==> src/rtl/elevator_controller_nfloor_if.sv <==
// Request/status bundle between call-button logic, the elevator controller and the
// motor/door drivers.
interface elevator_controller_nfloor_if #(
  parameter int unsigned NUM_FLOORS = 8,
  parameter int unsigned FLOOR_W    = $clog2(NUM_FLOORS)
);
  logic [NUM_FLOORS-1:0] floor_request;
  logic                  door_hold;
  logic [FLOOR_W-1:0]    current_floor;
  logic                  move_up;
  logic                  move_down;
  logic                  door_open;
  logic [NUM_FLOORS-1:0] pending;
  logic                  idle;

  modport master (
    output floor_request, door_hold,
    input  current_floor, move_up, move_down, door_open, pending, idle
  );

  modport slave (
    input  floor_request, door_hold,
    output current_floor, move_up, move_down, door_open, pending, idle
  );
endinterface

==> src/rtl/elevator_controller_nfloor.sv <==
// N-floor SCAN elevator controller: latches calls, sweeps in one direction while calls lie
// ahead, models per-floor travel time and a holdable timed door. All outputs registered.
module elevator_controller_nfloor #(
  parameter int unsigned NUM_FLOORS    = 8,
  parameter int unsigned FLOOR_W       = $clog2(NUM_FLOORS),
  parameter int unsigned TRAVEL_CYCLES = 4,
  parameter int unsigned DOOR_CYCLES   = 6
) (
  input logic                         clk,
  input logic                         rst,
  elevator_controller_nfloor_if.slave bus
);

  localparam int unsigned MaxCyc = (TRAVEL_CYCLES > DOOR_CYCLES) ? TRAVEL_CYCLES : DOOR_CYCLES;
  localparam int unsigned CntW   = $clog2(MaxCyc + 1);
  localparam logic [CntW-1:0] TravelLoad = CntW'(TRAVEL_CYCLES - 1);
  localparam logic [CntW-1:0] DoorLoad   = CntW'(DOOR_CYCLES - 1);

  typedef enum logic [1:0] {StIdle, StMove, StDoor} state_e;

  state_e                state_q;
  logic                  dir_up_q;
  logic [CntW-1:0]       cnt_q;
  logic [FLOOR_W-1:0]    current_floor_q;
  logic                  move_up_q, move_down_q, door_open_q, idle_q;
  logic [NUM_FLOORS-1:0] pending_q;

  logic [NUM_FLOORS-1:0] eff, one_cur, one_nxt;
  logic [FLOOR_W-1:0]    nxt_floor;
  logic                  ahead_up, ahead_dn;

  always_comb begin
    eff       = pending_q | bus.floor_request;
    nxt_floor = dir_up_q ? current_floor_q + FLOOR_W'(1) : current_floor_q - FLOOR_W'(1);
    one_cur   = '0;
    one_cur[current_floor_q] = 1'b1;
    one_nxt   = '0;
    one_nxt[nxt_floor] = 1'b1;
    ahead_up  = 1'b0;
    ahead_dn  = 1'b0;
    for (int unsigned i = 0; i < NUM_FLOORS; i++) begin
      if (eff[i] && (i > 32'(current_floor_q))) ahead_up = 1'b1;
      if (eff[i] && (i < 32'(current_floor_q))) ahead_dn = 1'b1;
    end
  end

  always_ff @(posedge clk or posedge rst) begin
    if (rst) begin
      state_q         <= StIdle;
      dir_up_q        <= 1'b1;
      cnt_q           <= '0;
      current_floor_q <= '0;
      move_up_q       <= 1'b0;
      move_down_q     <= 1'b0;
      door_open_q     <= 1'b0;
      idle_q          <= 1'b1;
      pending_q       <= '0;
    end else begin
      pending_q <= eff;
      case (state_q)
        StIdle: begin
          // A call for the floor we are parked at beats any travel decision.
          if (eff[current_floor_q]) begin
            state_q     <= StDoor;
            door_open_q <= 1'b1;
            idle_q      <= 1'b0;
            cnt_q       <= DoorLoad;
            pending_q   <= eff & ~one_cur;
          end else if (ahead_up && (dir_up_q || !ahead_dn)) begin
            state_q   <= StMove;
            dir_up_q  <= 1'b1;
            move_up_q <= 1'b1;
            idle_q    <= 1'b0;
            cnt_q     <= TravelLoad;
          end else if (ahead_dn) begin
            state_q     <= StMove;
            dir_up_q    <= 1'b0;
            move_down_q <= 1'b1;
            idle_q      <= 1'b0;
            cnt_q       <= TravelLoad;
          end
        end
        StMove: begin
          if (cnt_q == '0) begin
            current_floor_q <= nxt_floor;
            if (eff[nxt_floor]) begin
              state_q     <= StDoor;
              move_up_q   <= 1'b0;
              move_down_q <= 1'b0;
              door_open_q <= 1'b1;
              cnt_q       <= DoorLoad;
              pending_q   <= eff & ~one_nxt;
            end else begin
              cnt_q <= TravelLoad;
            end
          end else begin
            cnt_q <= cnt_q - CntW'(1);
          end
        end
        StDoor: begin
          pending_q <= eff & ~one_cur;
          if (bus.door_hold || bus.floor_request[current_floor_q]) begin
            cnt_q <= DoorLoad;
          end else if (cnt_q != '0) begin
            cnt_q <= cnt_q - CntW'(1);
          end else begin
            door_open_q <= 1'b0;
            if (dir_up_q ? ahead_up : ahead_dn) begin
              state_q     <= StMove;
              move_up_q   <= dir_up_q;
              move_down_q <= !dir_up_q;
              cnt_q       <= TravelLoad;
            end else if (dir_up_q ? ahead_dn : ahead_up) begin
              // Sweep exhausted: reverse only here or from idle.
              state_q     <= StMove;
              dir_up_q    <= !dir_up_q;
              move_up_q   <= !dir_up_q;
              move_down_q <= dir_up_q;
              cnt_q       <= TravelLoad;
            end else begin
              state_q <= StIdle;
              idle_q  <= 1'b1;
            end
          end
        end
        default: state_q <= StIdle;
      endcase
    end
  end

  assign bus.current_floor = current_floor_q;
  assign bus.move_up       = move_up_q;
  assign bus.move_down     = move_down_q;
  assign bus.door_open     = door_open_q;
  assign bus.pending       = pending_q;
  assign bus.idle          = idle_q;

endmodule

==> src/flat_wrapper.sv <==
// flat-port wrapper written by rule: the top's interface ports become plain ports
module elevator_controller_nfloor_flat 
#(
  parameter int unsigned NUM_FLOORS    = 8,
  parameter int unsigned FLOOR_W       = $clog2(NUM_FLOORS),
  parameter int unsigned TRAVEL_CYCLES = 4,
  parameter int unsigned DOOR_CYCLES   = 6
)
  (clk, rst, bus_floor_request, bus_door_hold, bus_current_floor, bus_move_up, bus_move_down, bus_door_open, bus_pending, bus_idle);
  elevator_controller_nfloor_if #(.NUM_FLOORS(NUM_FLOORS), .FLOOR_W(FLOOR_W)) bus_i ();
  input logic clk;
  input logic rst;
  input wire logic [$bits(bus_i.floor_request)-1:0] bus_floor_request;
  input wire logic [$bits(bus_i.door_hold)-1:0] bus_door_hold;
  output wire logic [$bits(bus_i.current_floor)-1:0] bus_current_floor;
  output wire logic [$bits(bus_i.move_up)-1:0] bus_move_up;
  output wire logic [$bits(bus_i.move_down)-1:0] bus_move_down;
  output wire logic [$bits(bus_i.door_open)-1:0] bus_door_open;
  output wire logic [$bits(bus_i.pending)-1:0] bus_pending;
  output wire logic [$bits(bus_i.idle)-1:0] bus_idle;
  assign bus_i.floor_request = bus_floor_request;
  assign bus_i.door_hold = bus_door_hold;
  assign bus_current_floor = bus_i.current_floor;
  assign bus_move_up = bus_i.move_up;
  assign bus_move_down = bus_i.move_down;
  assign bus_door_open = bus_i.door_open;
  assign bus_pending = bus_i.pending;
  assign bus_idle = bus_i.idle;
  elevator_controller_nfloor #(.NUM_FLOORS(NUM_FLOORS), .FLOOR_W(FLOOR_W), .TRAVEL_CYCLES(TRAVEL_CYCLES), .DOOR_CYCLES(DOOR_CYCLES)) u_core (.clk(clk), .rst(rst), .bus(bus_i));
endmodule
==> config.mk <==
export PLATFORM = sky130hd
export DESIGN_NAME = elevator_controller_nfloor_flat
export DESIGN_NICKNAME = d
export VERILOG_FILES = /design/src/rtl/elevator_controller_nfloor_if.sv /design/src/rtl/elevator_controller_nfloor.sv /design/src/flat_wrapper.sv
export SDC_FILE = /design/constraint.sdc
export NUM_CORES = 1
export LEC_CHECK = 0
export CAP_MARGIN = 20
export CELL_PAD_IN_SITES_DETAIL_PLACEMENT = 1
export CELL_PAD_IN_SITES_GLOBAL_PLACEMENT = 2
export CORE_MARGIN = 2
export CORE_UTILIZATION = 33
export DETAILED_ROUTE_END_ITERATION = 10
export PLACE_DENSITY = 0.89
export SYNTH_ARGS = -nofsm -noshare
export SYNTH_HDL_FRONTEND = slang
export SYNTH_SLANG_ARGS = --single-unit
==> constraint.sdc <==
create_clock -name clk -period 9.5 [get_ports clk]
set_input_delay 1.9 -clock clk [delete_from_list [all_inputs] [get_ports clk]]
set_output_delay 1.9 -clock clk [all_outputs]
set_load 0.02 [all_outputs]
==> impl_results.md <==
* Synthesized area per cell at 8.59 um^2
* Critical Path AT at 4790 ps
* Final WS setup at 4860 ps
* CTS root buf: clkbuf_8
* Period utilization at 48.8%
* Layout Nets at 260
* Switch share at 52.2%
* Pre-Repair DR Iteration Count at 4
* Critical-path cell list: clkdlybuf4s50_1 > nor2_1 > a21oi_1 > o32ai_1 > and3_1 > nand2_1 > nand3b_1 > mux2_2
* # setup viols final at 0
* Crit-path max cell delay at 900 ps
* GR met1 Demand/Resource at 27.0%
* Setup TNS Final at 0 ps
* Buf/Inv on CP at 1
* Simple-Gate Fraction of Synth Area at 16.0%
* Pint at 421 uW
* Overall power at 881 uW
* Post_cts resized at 0
* XOR/XNOR share of the synthesized area at 2.41%
* Logic pwr share at 70.5%
* Core area at 0.00551 mm^2
* Synth Area in Compound Gates at 27.5%
* NetSw at 460 uW
* Placed cell area at 0.00216 mm^2
* Busiest grt layer: met2
* Routed wire length per instance at 17.9 um
* EDFF count, synth at 0
* Initial core utilization at 34.0%
* Global-route wire length before repair at 9030 um
* Layout cells sized above 1 at 7.63%
* Worst-path clk slew at 80 ps
* Chip width at 79.3 um
* Initial antenna violation count at 0
* Outcome: complete, no violations
* Post-synthesis mux area share at 12.6%
* Gpl congestion at 0.875
* # DRC at 0
* Antenna viol nets, final at 0
* PortBufs at 25
* IO Count at 26
* Post-synth cell types at 51
* Vias per cell at 5.89
* Final Max Tran Viols at 0
* Hold Crit Class: reg -> reg
* Seq pwr share at 22.6%
* Largest family of logic cells by synthesized area: compound AO/OA/AOI/OAI gates
* Largest net degree at the start of global routing at 25
* Die Height at 79.3 um
* Skew final at 4.27 ps
* Slew headroom at 31.6%
* Flops & latches, synth at 21
* Sinks on Clock Net at 21
* Filler Cell Count at 671
* Critical-path top delay cell: o32ai_1
* Met2 usage at 28.3%
* Gr usage total at 18.6%
* Final Cell Area at 0.00221 mm^2
* Peak Freq at 216 MHz
* Synthesized instance count at 218
* Routing usage on met3 at 2.95%
* Setup CP Type: in -> reg
* CP Capture Type: flip-flop
* Worst Max-Slew Pin Slew at 1020 ps
* Vias at 1813
* Post-CTS Setup Inserts at 0
* Critical Path Fanout Max at 8
* H-tree depth at 1
* Commonest non-fill, non-tap cell in the layout: clkdlybuf4s50_1
* Number of global-route vias before repair at 1753
* Commonest cells after routing, fill and taps aside: clkdlybuf4s50_1, nor2_1, nand2_1, dfrtp_1, a21oi_1
* Hpwl dp at 4130 um
* Share of flip-flops with an asynchronous set or reset at 100%
* Diodes inserted at 0
* Final WL at 5520 um
* Site Rows at 27
* RSZ-0062 raised after global routing: false
* Die area at 0.00629 mm^2
* Leakage at 0.835 nW
* CTS max path bufs at 2
* Tmin final at 4640 ps
* Initial DRC count at 127
* Syn Std Cell Area at 0.00187 mm^2
* Final core occ at 40.1%
* Top delay family on crit path: simple AND/OR/NAND/NOR gates
* Hold_buf cts at 0
* Top FF cell, synth: dfrtp_1
* Place WS at 4650 ps
* Power share of the clock group at 6.9%
* Synth Area in Adders at 8.02%
* CP required at 9650 ps
* Sequential element share of the synthesized area at 28.2%
* Final Hold Fails at 0
* Power Dens Cells at 399 mW/mm^2
* VDD IR max at 161 uV
* Net Count, Synth at 241
* Later-pin clock latency in the skew report at 260 ps
* Ys Warns at 0
* Worst Setup Start Kind: input pin
* Layout area overhead at 17.8%
* Remaining Overflow, GRT at 0
* CTS tree: yes
* Num CTS Buffers at 3
* Max cap viols at 0
==> per-layer routing <==
layer	share of wire (%)	vias to the layer above
met4	1.3	0
met2	45	57
met1	49	890
met3	4.8	6
li1	-	860
met5	0	-
==> sequential cells by signal, summed over array words and instances, names as in the netlist <==
register and count:
u_core.cnt_q 3, u_core.bus.pending 8, u_core.state_q 2, u_core.bus.idle 1
u_core.dir_up_q 1, u_core.bus.move_down 1, u_core.bus.door_open 1, u_core.bus.current_floor 3
u_core.bus.move_up 1
==> synth_stat cells (all sizes together), types with 2 or more instances <==
cell type  instances  area [um^2]
buf                3         20.0
ha                12          150
dfstp              2         52.6
o21ai             12         60.1
o211ai             3         22.5
nor2              24         92.6
a21oi             17         85.1
mux4               4         97.6
o22ai              6         37.5
o32ai              2         17.5
inv               12         45.0
mux2               6         67.6
nand3              5         25.0
nor3               5         25.0
xnor2              2         17.5
clkbuf             8         31.3
a211oi             5         37.5
nand2             19         71.3
a31oi             11         68.8
o21bai             5         37.5
dfrtp             19          475
a311oi             2         17.5
a2111oi            3         38.8
o31ai              3         22.5
nor2b              3         18.8
mux2i              7         70.1
==> stage by stage <==
| stage | hold WS (ps) | instances |
|---|---|---|
| 2_1_floorplan | 479 | 218 |
| 3_3_place_gp | 493 | 304 |
| 3_5_place_dp | 509 | 304 |
| 4_1_cts | 525 | 308 |
| 5_1_grt | 543 | 308 |
| 6_report | 522 | 308 |
==> layout make-up <==
class	count	area, um^2	area share [%]
Clock buffer	4	45.0	2.04
Inverter	13	48.8	2.21
Multi-Input combinational cell	173	1240	56.4
Sequential cell	21	528	23.9
Tap cell	72	90.1	4.08
Timing Repair Buffer	25	250	11.3
==> cells by family (layout without fill, tap and decap cells) <==
| group | Yosys count | count (layout) |
|---|---|---|
| xor+xnor | 3 | 3 |
| flops | 21 | 21 |
| buf+inv | 24 | 42 |
| mux | 17 | 17 |
| fa+ha+maj | 12 | 12 |
| compound gates | 76 | 76 |
| simple gates | 65 | 65 |
==> power by group through the flow <==
| stage | combinational, mW | clock, mW | sequential (mW) |
|---|---|---|---|
| after global routing | 0.683 | 0.0668 | 0.209 |
| after global placement | 0.608 | 0 | 0.200 |
| final | 0.621 | 0.0607 | 0.199 |
| after detailed placement | 0.616 | 0 | 0.201 |
| after floorplan | 0.442 | 0 | 0.195 |
| after CTS | 0.619 | 0.0645 | 0.200 |
==> path summary, 6_finish.rpt <==
path,from,end,slack (ps),cells after the start
setup / recovery,bus_floor_request[4],u_core.state_q[1],4860,8
hold / removal,u_core.bus.move_down,u_core.bus.move_down,520,1
setup reg to reg,u_core.bus.current_floor[0],u_core.bus.pending[3],5150,8
hold reg to reg,u_core.bus.move_down,u_core.bus.move_down,520,1
max in group asynchronous,rst,u_core.bus.move_up,6890,2
min in group asynchronous,rst,u_core.bus.pending[2],2100,2
Power figures use the tool's default switching activity.
